**config.mk**
```make
export PLATFORM = sky130hd
export DESIGN_NAME = pipelined_shifter
export DESIGN_NICKNAME = d
export VERILOG_FILES = /design/src/rtl/pipelined_shifter_pkg.sv /design/src/rtl/pipelined_shifter_stage.sv /design/src/rtl/pipelined_shifter.sv
export SDC_FILE = /design/constraint.sdc
export NUM_CORES = 1
export LEC_CHECK = 0
export ABC_AREA = 1
export CAP_MARGIN = 25
export CORE_MARGIN = 3
export CORE_UTILIZATION = 43
export DETAILED_ROUTE_END_ITERATION = 7
export PLACE_DENSITY = 0.74
export SETUP_SLACK_MARGIN = 0.3
export SKIP_LAST_GASP = 1
export SYNTH_ARGS = -nofsm -noshare
export SYNTH_HDL_FRONTEND = slang
export SYNTH_SLANG_ARGS = --single-unit
```
**constraint.sdc**
```tcl
create_clock -name clk -period 1.95 [get_ports clk]
set_clock_uncertainty 0.15 [all_clocks]
set_input_delay 0.585 -clock clk [delete_from_list [all_inputs] [get_ports clk]]
set_output_delay 0.585 -clock clk [all_outputs]
set_load 0.01 [all_outputs]
```
**src/rtl/pipelined_shifter_pkg.sv**
```systemverilog
// Shared definitions for the pipelined barrel shifter: op encodings used by the datapath and the bench.
// Rotate support is selected by the SHIFTER_ROTATE_EN macro inside the stage.
package pipelined_shifter_pkg;

  localparam int OP_W = 2;

  typedef enum logic [OP_W-1:0] {
    OP_SLL = 2'b00,
    OP_SRL = 2'b01,
    OP_SRA = 2'b10,
    OP_ROR = 2'b11
  } shiftOp_e;

endpackage

```
**src/rtl/pipelined_shifter_stage.sv**
```systemverilog
// One barrel-shifter level: shifts by DIST or 0 (chosen by the matching shamt bit) and registers the result.
// Define SHIFTER_ROTATE_EN to build op=11 as rotate-right; otherwise op=11 behaves as SRL.
module shift_stage
  import pipelined_shifter_pkg::*;
#(
  parameter int WIDTH = 32,
  parameter int DIST  = 1,
  localparam int SHAMT_W = $clog2(WIDTH)
) (
  input  logic               clk,
  input  logic               rst,
  input  logic               loadEn,
  input  logic               prevValid,
  input  logic [WIDTH-1:0]   prevData,
  input  logic [OP_W-1:0]    prevOp,
  input  logic [SHAMT_W-1:0] prevShamt,
  output logic               stageValid,
  output logic [WIDTH-1:0]   stageData,
  output logic [OP_W-1:0]    stageOp,
  output logic [SHAMT_W-1:0] stageShamt
);

  localparam int SEL = $clog2(DIST);

  logic [WIDTH-1:0] shifted;

  always_comb begin
    shifted = prevData;
    if (prevShamt[SEL]) begin
      case (prevOp)
        OP_SLL:  shifted = prevData << DIST;
        OP_SRA:  shifted = $signed(prevData) >>> DIST;
`ifdef SHIFTER_ROTATE_EN
        OP_SRL:  shifted = prevData >> DIST;
        OP_ROR:  shifted = {prevData[DIST-1:0], prevData[WIDTH-1:DIST]};
`else
        // Without rotate support op=11 decodes as a logical right shift.
        OP_SRL, OP_ROR: shifted = prevData >> DIST;
`endif
        default: shifted = prevData;
      endcase
    end
  end

  always_ff @(posedge clk) begin
    if (rst) begin
      stageValid <= 1'b0;
      stageData  <= '0;
      stageOp    <= OP_SLL;
      stageShamt <= '0;
    end else if (loadEn) begin
      stageValid <= prevValid;
      stageData  <= shifted;
      stageOp    <= prevOp;
      stageShamt <= prevShamt;
    end
  end

endmodule

```
**src/rtl/pipelined_shifter.sv**
```systemverilog
// Pipelined barrel shifter: log2(WIDTH) register stages with valid/ready flow control and bubble collapsing.
// Define SHIFTER_ROTATE_EN to enable ROR for op=11 (default build treats op=11 as SRL).
module pipelined_shifter
  import pipelined_shifter_pkg::*;
#(
  parameter int WIDTH = 32
) (
  input  logic             clk,
  input  logic             rst,
  input  logic             in_valid,
  output logic             in_ready,
  input  logic [WIDTH-1:0] dataA,
  input  logic [WIDTH-1:0] dataB,
  input  logic [1:0]       op,
  output logic             out_valid,
  input  logic             out_ready,
  output logic [WIDTH-1:0] dataOut
);

  localparam int SHAMT_W = $clog2(WIDTH);

  // Index 0 is the input port; index k+1 is the register output of stage k.
  logic               stValid [SHAMT_W+1];
  logic [WIDTH-1:0]   stData  [SHAMT_W+1];
  logic [OP_W-1:0]    stOp    [SHAMT_W+1];
  logic [SHAMT_W-1:0] stShamt [SHAMT_W+1];

  logic [SHAMT_W-1:0] fullVec;
  logic [SHAMT_W-1:0] loadEn;

  assign stValid[0] = in_valid;
  assign stData[0]  = dataA;
  assign stOp[0]    = op;
  assign stShamt[0] = dataB[SHAMT_W-1:0];

  for (genvar gi = 0; gi < SHAMT_W; gi++) begin : gStage
    shift_stage #(
      .WIDTH(WIDTH),
      .DIST (1 << gi)
    ) uStage (
      .clk       (clk),
      .rst       (rst),
      .loadEn    (loadEn[gi]),
      .prevValid (stValid[gi]),
      .prevData  (stData[gi]),
      .prevOp    (stOp[gi]),
      .prevShamt (stShamt[gi]),
      .stageValid(stValid[gi+1]),
      .stageData (stData[gi+1]),
      .stageOp   (stOp[gi+1]),
      .stageShamt(stShamt[gi+1])
    );

    assign fullVec[gi] = stValid[gi+1];
    // A stage may load when it or any later stage has a hole, or the consumer drains the pipe.
    // Flattened from the ready chain so only registered valids and out_ready feed it.
    assign loadEn[gi] = out_ready || !(&fullVec[SHAMT_W-1:gi]);
  end

  assign in_ready  = loadEn[0];
  assign out_valid = stValid[SHAMT_W];
  assign dataOut   = stData[SHAMT_W];

  logic unusedBits;
  assign unusedBits = &{1'b0, dataB[WIDTH-1:SHAMT_W], stOp[SHAMT_W], stShamt[SHAMT_W]};

endmodule

```
# == Yosys cells after proc, flatten, opt, wreduce, memory -nomap -nowiden ==
# Index checks and enable logic that the tools add are counted.
# word_totals
output_inout_bits,34
regBits,193
elab_cells,67
in_bits,70
# op_classes
n_eq_ne,15
reduce_logical,24
muxes,10
# op_table
operator,n
one-hot mux 32 bit (3 select lines),5
two-way mux 32 bit,5
== test 2 bit (second input constant),10
== test 2 x 1 -> 1 bit (second input constant),5
zero test 2 bit,5
OR reduction 2 bit,5
zero test 1 bit,5
logical OR 1 bit,5
AND reduction 5 bit,1
AND reduction 4 bit,1
AND reduction 3 bit,1
AND reduction 2 bit,1

# == Longest topological paths before layout ==
# logic_depth
ltp_word,4
mapped_depth,9
ltp_nobuf,7

# == By module ==
# Synthesis repeated with hierarchy kept, for this count alone.
# unflattened
cells_unflattened,1550
hier_area_um2,10301.1
# by_module_without_submodules
module,area_each_um2,cells_each,seq_area_each_um2,n_inst
shift_stage at gStage[0].uStage,2183.3,330,800.8,1
shift_stage at gStage[1].uStage,2180.8,344,800.8,1
shift_stage at gStage[2].uStage,2053.2,331,800.8,1
shift_stage at gStage[3].uStage,1951.9,284,800.8,1
shift_stage at gStage[4].uStage,1884.3,250,800.8,1
pipelined_shifter,47.5,11,0.0,1

# == Worst setup path after synthesis ==
# No wires, ideal clock.
# synth_path
path_type,in2out
startpoint,input out_ready
endpoint,output in_ready
setup_slack_ns,0.240
path_stages,3
required_time_ns,1.215
path_buffers,1
arrival_time_ns,0.975
cell_sequence,inv_2 -> nand3_4 -> buf_2
# synth_between
elab_chain_cells,1
# synth_lines
item,line_no,text
start: declaration,pipelined_shifter.sv:16,"input logic out_ready,"
logical OR 1 bit,pipelined_shifter.sv:57,assign loadEn[gi] = out_ready || !(&fullVec[SHAMT_W-1:gi]);
end: declaration,pipelined_shifter.sv:11,"output logic in_ready,"
# No other way between the ends.

# == Worst setup path in the final report ==
# layout_path
startpoint,register gStage[3].uStage.stageValid
endpoint,output in_ready
# layout_between
elab_chain_cells,3
# layout_lines
item,line_no,text
start: declaration,pipelined_shifter_stage.sv:17,"output logic stageValid,"
start signal: assignment,pipelined_shifter_stage.sv:52,stageValid <= prevValid;
AND reduction 5 bit,pipelined_shifter.sv:57,
zero test 1 bit,pipelined_shifter.sv:57,
logical OR 1 bit,pipelined_shifter.sv:57,
# No other way between the ends.

==> summary.md <==
| Metric | Value |
|---|---|
| Hold EP | gStage[0].uStage.stageShamt[4] |
| Multiplexer area fraction after synthesis | 0% |
| Most frequent cells in the layout | nand2_1 (302), o21ai_0 (223), nor2_1 (198) |
| Count of cell types in the netlist | 25 |
| Synth Area in Adders | 0% |
| Synthesis-stage register bit count | 183 |
| Hold Fails Final Rpt | 0 |
| CTS tree | done |
| Antenna violations before repair | 0 |
| RSZ-0062 raised after global routing | yes |
| CP Launch Type | flip-flop |
| Crit-path slowest cell | dfxtp_2 |
| HPWL Detailed | 17570 um |
| CP arrival | 1.21 ns |
| Drt pass-1 iters | 6 |
| Synthesized net count | 1495 |
| Synth Instances | 1425 |
| CP endpoint kind | output pin |
| Global-route wire length before repair | 41250 um |
| Commonest non-fill, non-tap cell in the layout | nand2_1 |
| Critical R2R Launch | gStage[3].uStage.stageValid |
| Vias in the first global route | 8384 |
| CP required | 1.21 ns |
| Largest net degree at the start of global routing | 93 |
| Mean number of vias per cell | 5.432 |
| Post-Synth XOR/XNOR Area | 0% |
| Clock Sinks | 183 |
| MaxCap Viol Count | 0 |
| Core ar. | 0.02062 sq mm |
| GP Congestion | 0.8699 |
| Worst Path Max Fanout | 2 |
| Share of layout cells above drive strength 1 | 15.09% |
| Post-synth EDFFs | 0 |
| Die span in y | 152.3 um |
| Largest family of logic cells by synthesized area | simple AND/OR/NAND/NOR gates |
| Actual slew at the worst max-slew pin | 0.5530 ns |
| Worst-Skew Late Latency | 0.44 ns |
| Post-synth top flop | dfxtp_1 |
| Hold Startpoint | gStage[0].uStage.stageShamt[4] |
| Pwr dens | 756.0 mW/mm^2 |
| Fin crit period | 1.940 ns |
| CTS buffer count | 17 |
| Reg2reg setup slack | 0.28 ns |
| Vias | 9604 |
| Clock slew at reported path FFs | 0.08 ns |
| Final setup fails | 0 |
| Final hold slack | 0.3141 ns |
| Final Max Slew Viols | 0 |
| WL/cell | 14.88 um |
| Hold path cells | 2 |
| Synth top area share | 39.82% |
| Achievable frequency | 0.5154 GHz |
| CTS Hold Bufs | 0 |
| Post-Route WL | 26300 um |
| DP Cell Count | 1717 |
| Cell taking the most area after synthesis | dfxtp_1 |
| Final non-filler cell total | 1768 |
| Fillers | 1969 |
| Std-Cell Rows | 52 |
| Antenna Nets Post-Route | 0 |
| Die width | 152.3 um |
| R2R depth | 8 |
| Worst rel slew slack | 63.09% |
| GRT Total Usage | 20.86% |
| Nets | 1555 |
| Post-synthesis compound-gate area fraction | 24.72% |
| Worst path max stage delay | 0.34 ns |
| Leakage | 4.889 nW |
| Initial Utilization | 44.61% |
| Hold crit path type | flip-flop to flip-flop |
| Top cells by area, synth | dfxtp_1 (40%), nand2_1 (12%), o21ai_0 (12%) |
| Post-synth ARST share | 0% |
| Status | finished, final reports clean |
| Full die area | 0.02319 sq mm |
| Post-synthesis sequential area ratio | 39.82% |
| Root buf cell | clkbuf_16 |
| I/O Pins | 104 |
| Util after Layout | 54.90% |
| YS warnings | 0 |
| Buffers on Ports | 76 |
| Crit share post-route | 99.50% |
| Worst vdd ir | 412.5 uV |
| Largest buffer count on any clock path | 2 |
| Synth Area in Simple Gates | 26.80% |
| Htree depth | 4 |
| Global route overflow | 0 |
| Critical Path, Cell by Cell | nand2_2, nor2_4, nand3_4, buf_6 |
| RR Endpoint | gStage[0].uStage.stageData[20] |
| Drt initial violations | 937 |
| Kind of critical path | flip-flop to output pin |
| Area growth syn-to-layout | 23.06% |
| Antenna diodes | 0 |
| DRC viols | 0 |
| Post-synthesis instance area | 0.009201 sq mm |
| Syn Area/Cell | 6.457 sq um |
==> registers in the layout, indices dropped and copies added, names as in the netlist <==
signal	flops
gStage.uStage.stageData	160
gStage.uStage.stageOp	8
gStage.uStage.stageShamt	10
gStage.uStage.stageValid	5
==> worst max-delay path by stage <==
stage | startpoint | to | slack [ns] | cells after the start
2_1_floorplan | out_ready | in_ready | 0.31 | 3
3_3_place_gp | out_ready | in_ready | -0.58 | 4
3_5_place_dp | out_ready | in_ready | -0.57 | 4
4_1_cts | gStage[1].uStage.stageValid | in_ready | 0.02 | 4
5_1_grt | gStage[3].uStage.stageValid | in_ready | -0.03 | 4
6_report | gStage[3].uStage.stageValid | in_ready | 0.01 | 4
==> cells by family (layout without fill, tap and decap cells) <==
kind of cell | after synthesis | count (layout)
and+or+nand+nor | 607 | 607
buffers and inverters | 189 | 262
DFF | 183 | 183
AOI/OAI and AO/OA | 446 | 446
==> metrics by stage <==
stage | setup TNS [ns] | setup WS (ns) | instance area [sq um] | total power [mW]
2_1_floorplan | 0 | 0.3146 | 9211 | 4.780
3_3_place_gp | -40.93 | -0.5761 | 10380 | 5.165
3_5_place_dp | -43.46 | -0.5730 | 10380 | 5.182
4_1_cts | 0 | 0.01785 | 10860 | 8.496
5_1_grt | -0.03387 | -0.03387 | 11320 | 8.890
6_report | 0 | 0.009734 | 11320 | 8.561
==> cells in the mapped netlist, types with 4 or more instances <==
cell and n:
nor2_1 200, buf_4 5, inv_1 75, a21oi_1 188, or2_2 18, nand3_1 72, buf_6 4, nand2_1 306
buf_2 30, inv_2 5, nor2_2 5, dfxtp_1 183, clkbuf_1 66, a22oi_1 8, o21ai_1 8, o21ai_0 225
a31oi_1 16
==> layout make-up <==
type | count | area (sq um) | share of cell area, %
multi-input combinational | 1053 | 4836 | 42.71
sequential | 183 | 3704 | 32.71
timing repair buffer | 146 | 1529 | 13.50
clock buffer | 18 | 429.2 | 3.790
tap | 270 | 337.8 | 2.983
inverter | 83 | 324.1 | 2.862
clock inverter | 14 | 156.4 | 1.381
timing repair inverter | 1 | 7.507 | 0.06630
==> metal layers <==
metal / wire length [um] / share of wire (%) / GRT usage (%)
met4: 770 / 2.9 / 8.262
met3: 1729 / 6.6 / 3.039
met5: 0 / 0 / 0
met1: 11670 / 44 / 28.61
met2: 12130 / 46 / 33.23
==> worst max-delay path: cells and delay by family (launching register included) <==
family | cells | cell delay (ns)
buf+inv | 1 | 0.13
flops | 1 | 0.34
simple gates | 3 | 0.29
==> report_power, final <==
part / internal (mW) / leakage [nW] / switching (mW)
sequential: 3.92 / 1.51 / 0.168
clock: 1.72 / 0.283 / 1.66
combinational: 0.467 / 3.09 / 0.629
total: 6.10 / 4.89 / 2.46
==> what timing repair did <==
action | 4_1_cts | 5_1_grt
setup endpoints to repair | 189 | 108
pin swaps | 2 | 4
gates resized for setup | 164 | 60
buffers inserted | 2 | 11
cloned | 0 | 6
Note: power is estimated with default switching activity, not from simulation.
